<file path="src/rtl/demux8_buf.sv">
// -----------------------------------------------------------------------------
// demux8_buf
//   1-to-8 registered demultiplexer with per-lane valid/ready handshakes.
//   A WIDTH-bit word tagged with a 3-bit destination index is written into one
//   of eight one-entry output buffers and becomes visible one clock later.
//   Each lane drains independently, so a stalled consumer only blocks words
//   addressed to its own lane.
//
// Optional feature (compile-time macro DEMUX_BCAST_EN):
//   Adds the in_bcast input. A broadcast word is written to all eight lanes at
//   once, and only when every lane can take it (all-or-nothing).
//   Without the macro the in_bcast port does not exist.
//
// Ports
//   clk        in   1        clock, rising edge
//   reset_n    in   1        asynchronous active-low reset
//   in_valid   in   1        in_data / in_sel valid this cycle
//   in_ready   out  1        presented word can be accepted this cycle
//   in_data    in   WIDTH    word to route
//   in_sel     in   3        destination lane 0..7
//   in_bcast   in   1        broadcast request (DEMUX_BCAST_EN only)
//   out_valid  out  8        lane i holds a valid word
//   out_ready  in   8        consumer i takes lane i's word this cycle
//   out_data   out  8*WIDTH  lane i word at [i*WIDTH +: WIDTH]
// -----------------------------------------------------------------------------
module demux8_buf #(
  parameter int WIDTH = 64
) (
  input  logic               clk,
  input  logic               reset_n,
  input  logic               in_valid,
  output logic               in_ready,
  input  logic [WIDTH-1:0]   in_data,
  input  logic [2:0]         in_sel,
`ifdef DEMUX_BCAST_EN
  input  logic               in_bcast,
`endif
  output logic [7:0]         out_valid,
  input  logic [7:0]         out_ready,
  output logic [8*WIDTH-1:0] out_data
);

  logic [7:0]       out_valid_r;
  logic [WIDTH-1:0] lane_data_r [8];

  logic [7:0] free_s;
  logic [7:0] wr_en_s;
  logic       ready_s;
  logic       accept_s;

  // Lane availability, input handshake and per-lane write enables.
  // A lane is free when empty or when its consumer drains it this cycle,
  // which gives one word per clock per lane. in_ready never looks at in_valid.
  always_comb begin
    free_s  = ~out_valid_r | out_ready;
    wr_en_s = 8'h00;
`ifdef DEMUX_BCAST_EN
    if (in_bcast) begin
      ready_s = &free_s;
    end else begin
      ready_s = free_s[in_sel];
    end
`else
    ready_s = free_s[in_sel];
`endif
    accept_s = in_valid & ready_s;
    if (accept_s) begin
`ifdef DEMUX_BCAST_EN
      if (in_bcast) begin
        wr_en_s = 8'hFF;
      end else begin
        wr_en_s = 8'h01 << in_sel;
      end
`else
      wr_en_s = 8'h01 << in_sel;
`endif
    end else begin
      wr_en_s = 8'h00;
    end
  end

  // Per-lane buffer state: a write wins over a drain, so a same-cycle
  // drain+refill keeps the lane FULL with the new word. Data is held while
  // the lane is empty or stalled.
  always_ff @(posedge clk or negedge reset_n) begin
    if (!reset_n) begin
      out_valid_r <= 8'h00;
      for (int i = 0; i < 8; i++) begin
        lane_data_r[i] <= {WIDTH{1'b0}};
      end
    end else begin
      for (int i = 0; i < 8; i++) begin
        if (wr_en_s[i]) begin
          out_valid_r[i] <= 1'b1;
          lane_data_r[i] <= in_data;
        end else if (out_ready[i]) begin
          out_valid_r[i] <= 1'b0;
          lane_data_r[i] <= lane_data_r[i];
        end else begin
          out_valid_r[i] <= out_valid_r[i];
          lane_data_r[i] <= lane_data_r[i];
        end
      end
    end
  end

  assign in_ready  = ready_s;
  assign out_valid = out_valid_r;

  // Flatten the lane registers onto the packed output bus.
  for (genvar g = 0; g < 8; g++) begin : g_lane_out
    assign out_data[g*WIDTH +: WIDTH] = lane_data_r[g];
  end

endmodule
</file>
<file path="config.mk">
export PLATFORM = sky130hd
export DESIGN_NAME = demux8_buf
export DESIGN_NICKNAME = d
export VERILOG_FILES = /design/src/rtl/demux8_buf.sv
export SDC_FILE = /design/constraint.sdc
export NUM_CORES = 1
export LEC_CHECK = 0
export CORE_AREA = 2 2 234 236
export CTS_BUF_LIST = sky130_fd_sc_hd__clkbuf_8
export DETAILED_ROUTE_END_ITERATION = 8
export DIE_AREA = 0 0 236 238
export GPL_TIMING_DRIVEN = 0
export HOLD_SLACK_MARGIN = 0.05
export PLACE_DENSITY = 0.69
export SLEW_MARGIN = 15
export SYNTH_ARGS = -nofsm -noshare
export SYNTH_HDL_FRONTEND = slang
export SYNTH_SLANG_ARGS = --single-unit
</file>
<file path="constraint.sdc">
create_clock -name clk -period 4.6 [get_ports clk]
set_input_delay 0.69 -clock clk [delete_from_list [all_inputs] [get_ports clk]]
set_output_delay 0.69 -clock clk [all_outputs]
set_load 0.1 [all_outputs]
</file>
==> impl_summary.md, run 1 <==
GRT
The remaining global-route overflow is 0. The via count of the first global-routing pass is approximately 13,000. The initial antenna violation count was 2. The largest net degree at the start of global routing is 106.

The overall routing resource usage is 20.7%. The first global-routing pass estimated between 80,000 and 90,000 µm of wire.

STA
For the pin with the worst max-slew slack, the measured transition is around 1.2 ns. The setup TNS is 0 ns. The number of hold-slack violations in the final timing report is 0. Setup violations remaining at the end of the flow were counted as 0. The worst hold slack is roughly 0.48 ns. In the finished design, the share of the clock period the worst path needs comes to between 80% and 90%. The final-report max-slew violation count is 0. Setup repair after global routing left no endpoint under its margin. For the final database, setup skew stands at 0.0242 ns.

Headroom to the max-slew limit came out at between 20 and 25%. The routed design could run at a clock period as short as roughly 3.8 ns. Static timing analysis puts the maximum clock frequency at 0.260 GHz.

Clock tree
The cell at the root of the clock tree is clkbuf_8. The number of buffers inserted for hold repair after clock tree synthesis is 1. The clock latency on the worst-skew pair is ~0.68 ns.

The setup fix buffers added after clock tree synthesis is 0. The sink count of the clock tree is 520. Clock-pin slew was measured on the worst setup and hold paths at 0.06 ns. Clock tree synthesis inserted a total of just under 90 buffers. The buffer depth of the longest clock path is 3. TritonCTS built the clock tree.

In this run, post-CTS repair resized a total of 0 instances. The H-tree was split into 3 levels.

Routing
Dividing the detail-routed wire length by the instance count gives 22.5 µm. The residual DRC count is 0. Summing over every cut layer, the via total after detailed routing is 12,500.

For this block, the routed nets add up to a little under 60,000 µm of wire. The number of DRC violations after detailed-routing iteration 0 is around 480. The count of TritonRoute iterations in the first routing pass is 4. The via density per instance is 4.83.

The count of nets left with antenna violations once routing finished came out at 0.

Worst hold path
The min-delay analysis places its worst path in the category register to register.

Logic synthesis
Synthesis inferred 520 register bits. The share of synthesized area occupied by flip-flops and latches is between 60% and 70%. In this run the mean area of a mapped cell was between 15 and 20 µm². The synthesized design contains 0 enable-type register cells. In this run the cell area of the synthesized design comes to approximately 20,000 µm². For this run, the leading register cell type out of synthesis is dfrtp_1.

The number of nets handed over by synthesis was 1,209. The cell count after synthesis came out at about 1,100. During synthesis, Yosys emitted a total of 0 warnings. The proportion of synthesized flip-flops having asynchronous set or reset is 100%. The number of unique standard cell types used by synthesis is 30.

Critical path
The maximum fanout along the worst path is 10. STA classifies the critical path endpoint as an output port. Among cell families on the critical path, the largest total delay comes from buffers and inverters.

The number of buffers and inverters on the critical path is 3. The critical path arrival is around 3.2 ns. The largest incremental delay on the critical path is 1.02 ns. Traced cell by cell, the critical path runs through clkdlybuf4s50_1 -> buf_4 -> or3b_2 -> a21boi_0 -> o22ai_1 -> clkdlybuf4s50_1. The kind of critical path is input port to output port. The critical-path cell with the highest stage delay is clkdlybuf4s50_1. STA classifies the critical path startpoint as an input port. The cell repeated most along the worst path is clkdlybuf4s50_1. The data required time of the critical path is slightly below 4 ns.

Power
The maximum vdd drop is approximately 0.00044 V. The static power due to leakage is roughly 0.012 µW. The power density normalized to cell area is between 700 and 800 nW/µm². The total power after layout is 21,600 µW.

Cells and area
In the final layout, the share of cells above drive strength 1 is between 30% and 40%. Compared with the post-synthesis result, the final layout area differs by 45.2%. Leaving out fill and tap cells, the most frequent cell in the layout is clkdlybuf4s50_1. Fill cells in the final layout number 4,427. The net count of the finished layout is ~1,900. The finished cells cover 28,200 µm². The library cells used most frequently in the layout, excluding fill and tap cells, are clkdlybuf4s50_1, dfrtp_1, mux2_2, clkbuf_8.

Status
The flow ran to the end, and the final reports show no timing, DRC or antenna violations.

Floorplan
The initial core utilization is a little over a third. In this run the vertical extent of the chip is between 200 and 250 µm. The floorplan step defined a die boundary enclosing between 50,000 and 60,000 µm². In this run the horizontal extent of the chip is 236 µm. The number of top-level design ports is between 500 and 600.

The floorplan step defined a core boundary enclosing around 53,000 µm². The floorplan has 85 rows.

Flow run
The tool flagged a number of max-cap violations equal to 0.

Place
The total cell area at the placement stage is 26,500 µm². The number of port buffers is about 600. The estimated wirelength of the detail-placed design is 41,400 µm. The weighted congestion reported at the end of routability-driven placement is ~0.78.
layout make-up:
type                            instances  area [µm²]  share of cell area (%)
Clock buffer                          113        1560                    5.51
Inverter                                2        7.51                  0.0266
Sequential cell                       520       13000                    46.1
Tap cell                              696         871                    3.08
Timing Repair Buffer                  604        6140                    21.7
Antenna cell                            2        5.00                  0.0177
Multi-Input combinational cell        554        6060                    21.5
Clock inverter                         45         216                   0.766
Buffer                                 55         379                    1.34
layer usage:
| metal | vias to the layer above | share of wire [%] | routed length, µm | track usage, % |
|---|---|---|---|---|
| li1 | 5443 | - | - | - |
| met1 | 6504 | 40 | 23300 | 24.8 |
| met2 | 468 | 48 | 28100 | 34.1 |
| met3 | 101 | 8.9 | 5160 | 7.77 |
| met4 | 2 | 2.9 | 1690 | 7.84 |
| met5 | - | 0.022 | 13 | 0 |
Yosys cell counts (2+ instances only):
cell      instances  area, µm²
dfrtp_1         520      13000
mux2_2          483       5440
buf_2            30        150
mux2_1           29        327
buf_4            12       90.1
buf_6            12        135
nand2b_1          6       37.5
nand2_1           5       18.8
nor2b_1           5       31.3
nand3b_1          3       22.5
inv_1             2       7.51
nand3_1           2       10.0
nand4_1           2       12.5
nor3_4            2       32.5
o21bai_1          2       15.0
or3b_2            2       17.5
worst register-to-register path, cell delays in order (launching register included):
cell     delay [ns]
dfrtp_1        0.39
nor2b_1        0.17
nor3_4         0.95
buf_6          0.31
mux2_2         0.36
logic make-up (layout without fill, tap and decap cells):
group	Yosys count	count (layout)	synth area share, %
other cells	0	2	0
buf+inv	57	819	1.99
flops	520	520	66.9
mux	512	512	29.6
simple gates	33	33	1.17
compound gates	9	9	0.341
report_power, final:
part	internal (µW)	switching (µW)
sequential	5600	530
combinational	2490	8870
clock	2210	1890
stage by stage:
step                      std cells  worst slack, ns  utilization, %
after detailed placement       2430            0.759            49.5
after global placement         2425           -19.62            49.2
after global routing           2590            0.644            52.8
after CTS                      2589            0.758            52.8
final                          2591            0.757            52.8
after floorplan                1131             1.07               -
final timing paths:
check                      depth (start not counted)                   endpoint  slack (ns)                       from
max                                                6                   in_ready        0.76                  in_sel[1]
min                                                1  out_data[410]$_DFFE_PN0P_        0.48  out_data[410]$_DFFE_PN0P_
max reg2reg                                        4  out_data[343]$_DFFE_PN0P_        2.32   out_valid[5]$_DFFE_PN0P_
min reg2reg                                        1  out_data[410]$_DFFE_PN0P_        0.48  out_data[410]$_DFFE_PN0P_
max in group asynchronous                          5  out_data[236]$_DFFE_PN0P_        2.37                    reset_n
min in group asynchronous                          2  out_data[468]$_DFFE_PN0P_        0.52                    reset_n
state kept, by name (all words and copies together) (netlist names):
name / cells
out_data: 512
out_valid: 8
(Power assumes the default switching activity.)
==> inputs of run 2 (changes only) <==
Settings changed: CORE_AREA 2 2 234 236 to unset, CORE_ASPECT_RATIO set to 0.5, CORE_UTILIZATION set to 44, DIE_AREA 0 0 236 238 to unset, PLACE_DENSITY 0.69 to 0.83.
Clock period 4.6 ns to 3.2 ns, I/O delays scaled along.
==> impl_summary.md, run 2 (same netlist as run 1, synthesis figures left out) <==
Status
The run finished, with violations left. The final reports fail on design-rule violations.

Cells and area
The library cell used most frequently in the layout, excluding fill and tap cells, is clkdlybuf4s50_1. The final net count was 1,892 (-0.58%). The area of the multi-input gates came to 6070 µm² (+0.10%).

The number of flip-flops under the largest register name came to 512 (unchanged). The share of final-layout standard cells stronger than drive strength 1 is 35.6% (-0.32 points). The footprint of the flip-flops and latches is 13,000 µm² (unchanged). In the layout the commonest cells are clkdlybuf4s50_1, dfrtp_1, mux2_2, clkbuf_8, buf_2. The layout filler cell count is 3,186 (-28%). The area growth from synthesis to layout is 43.3%.

Power
The power density normalized to cell area came to 1100 nW/µm² (+44%). The static power due to leakage is 0.0120 µW (-1.1%). The maximum vdd drop is 0.000426 V (-3.0%).

Worst hold path
The tightest min-delay check is of the input port to asynchronous set/reset pin type.

STA
Setup repair after global routing left no endpoint under its margin. The worst clock skew is 0.0184 ns (-0.00581 ns). The final-report setup violation count is 0 (unchanged). The highest attainable clock frequency is about 0.33 GHz. The worst hold slack was 0.445 ns (-0.0381 ns). The actual transition at the worst max-transition pin was 1.17 ns (+0.00526 ns). The number of hold-slack violations in the final timing report is 0 (unchanged). The routed design could run at a clock period as short as between 3 and 4 ns. The worst relative slew slack was 21.6% (-0.34 points). The setup TNS is 0 ns (unchanged). Dividing the final minimum period by the clock period gives a little over nine tenths.

The final-report max-slew violation count is 0 (unchanged).

Clock tree
The total clock buffers created by CTS is 76 (-14%). TritonCTS built the clock tree. The sink count of the clock tree is 520 (unchanged). The clock latency on the worst-skew pair is 0.60 ns (-0.08 ns). Clock tree synthesis selected as its root buffer the cell clkbuf_8. The buffer depth of the longest clock path is 3 (unchanged). The clock slew at the register clock pins of the worst setup and hold paths is 0.06 ns (about the same). The maximum level of the CTS H-tree is 3 (unchanged).

The setup fix buffers added after clock tree synthesis is 0 (unchanged).

GRT
The met1 usage in global routing is 31.9% (+7.1 points). The met3 usage in global routing is 4.53% (-3.2 points). The largest net degree at the start of global routing came to 96 (-9.4%). The overall routing resource usage is 26.3% (+5.6 points). The met2 layer usage reported by global route is 46.9% (+13 points). The remaining global-route overflow is 0 (unchanged).

The initial antenna violation count is 3 (+1). The first-pass GRT wire length was 85,700 µm (-2.1%). The via count of the first global-routing pass is 12,500 (-5.9%). In this run the most used layer during global routing was met2.

Floorplan
The number of top-level design ports was 599 (unchanged). The die boundary width is 299 µm (+27%). The area of the core is 43,600 µm² (-19%).

The die area is 45,100 µm² (-20%). The vertical die dimension came to 151 µm (-37%). The initial core utilization was 44.7% (+8.3 points). The number of cell rows is 54 (-36%).

Routing
The number of DRC violations after detailed-routing iteration 0 came to 543 (+14%). The residual DRC count is 1 (+1). The mean routed wirelength per cell is 25.0 µm (+11%).

The routed wire length is 61,400 µm (+5.3%). The via density per instance was 5.15 (+6.6%). The via count was 12,600 (+0.98%). The count of TritonRoute iterations in the first routing pass was 8 (+4). The number of routed nets with antenna violations was 0 (unchanged).

Critical path
The data required time of the critical path was 2.72 ns (-1.19 ns). The maximum fanout along the worst path is 10 (unchanged). The startpoint kind of the worst setup timing path is an input port. The signal on the critical path passes through clkdlybuf4s50_1 -> buf_2 -> or3b_2 -> a21oi_1 -> o22ai_2 -> clkdlybuf4s15_2. The slowest stage of the critical path is the clkdlybuf4s50_1 cell.

The setup path with the least slack is of type input port to output port. The largest incremental delay on the critical path is 0.52 ns (-0.50 ns). The critical path arrival is 2.57 ns (-0.58 ns). The critical path endpoint category is an output port.

Flow run
The reported max-cap violation count came to 0 (unchanged).

Place
The estimated wirelength of the detail-placed design is 44,600 µm (+7.6%). The number of port buffers came to 598 (unchanged). The weighted congestion reported at the end of routability-driven placement is 0.853 (+9.0%).
run 2: area by class of cell:
type,instances,area share (%)
clock buffer,99,4.89
buffer,55,1.36
clock inverter,30,0.547
sequential,520,46.7
tap,588,2.64
timing repair buffer,605,22.1
multi-input combinational,554,21.8
inverter,2,0.0269
antenna,1,0.00897
run 2: path summary, 6_finish.rpt:
kind	start	to	slack (ns)	cells after the start
hold / removal	reset_n	out_data[221]$_DFFE_PN0P_	0.44	2
min in group clk	out_data[394]$_DFFE_PN0P_	out_data[394]$_DFFE_PN0P_	0.49	1
setup reg to reg	out_valid[5]$_DFFE_PN0P_	out_data[355]$_DFFE_PN0P_	0.98	4
max in group asynchronous	reset_n	out_data[72]$_DFFE_PN0P_	1.18	5
hold reg to reg	out_data[394]$_DFFE_PN0P_	out_data[394]$_DFFE_PN0P_	0.49	1
setup / recovery	in_sel[0]	in_ready	0.15	6
run 2: repair_timing:
| action | CTS | global route |
|---|---|---|
| setup endpoints to repair | 1 | 0 |
| hold endpoints to repair | 66 | 0 |
| hold buffers | 1 | 0 |
| resized for setup | 3 | 0 |
run 2: where the power goes:
group / internal, µW / switching, µW
logic: 3590 / 12900
registers: 8040 / 749
clock network: 2840 / 2540
run 2: per-stage QoR:
step	instances	util [%]	setup WS [ns]	power, µW	cell area, µm²
after CTS	2453	64.0	0.202	30800	27900
after detailed placement	2323	60.5	-0.370	25400	26400
final	2454	64.0	0.146	30600	27900
after global routing	2454	64.0	0.106	31400	27900
after global placement	2317	60.1	-21.37	25200	26200
after floorplan	1131	-	0.548	21100	19500
run 2: routing by layer:
layer / part of all wire, % / wire length [µm]
met1: 39 / 24200
met2: 53 / 32600
met3: 3.0 / 1840
met4: 4.6 / 2820
met5: 0 / 0
run 2: worst max-delay path: cells and delay by family:
kind | cells | cell delay (ns)
AO/OA/AOI/OAI | 2 | 0.37
buffers and inverters | 3 | 1.27
AND/OR/NAND/NOR | 1 | 0.44
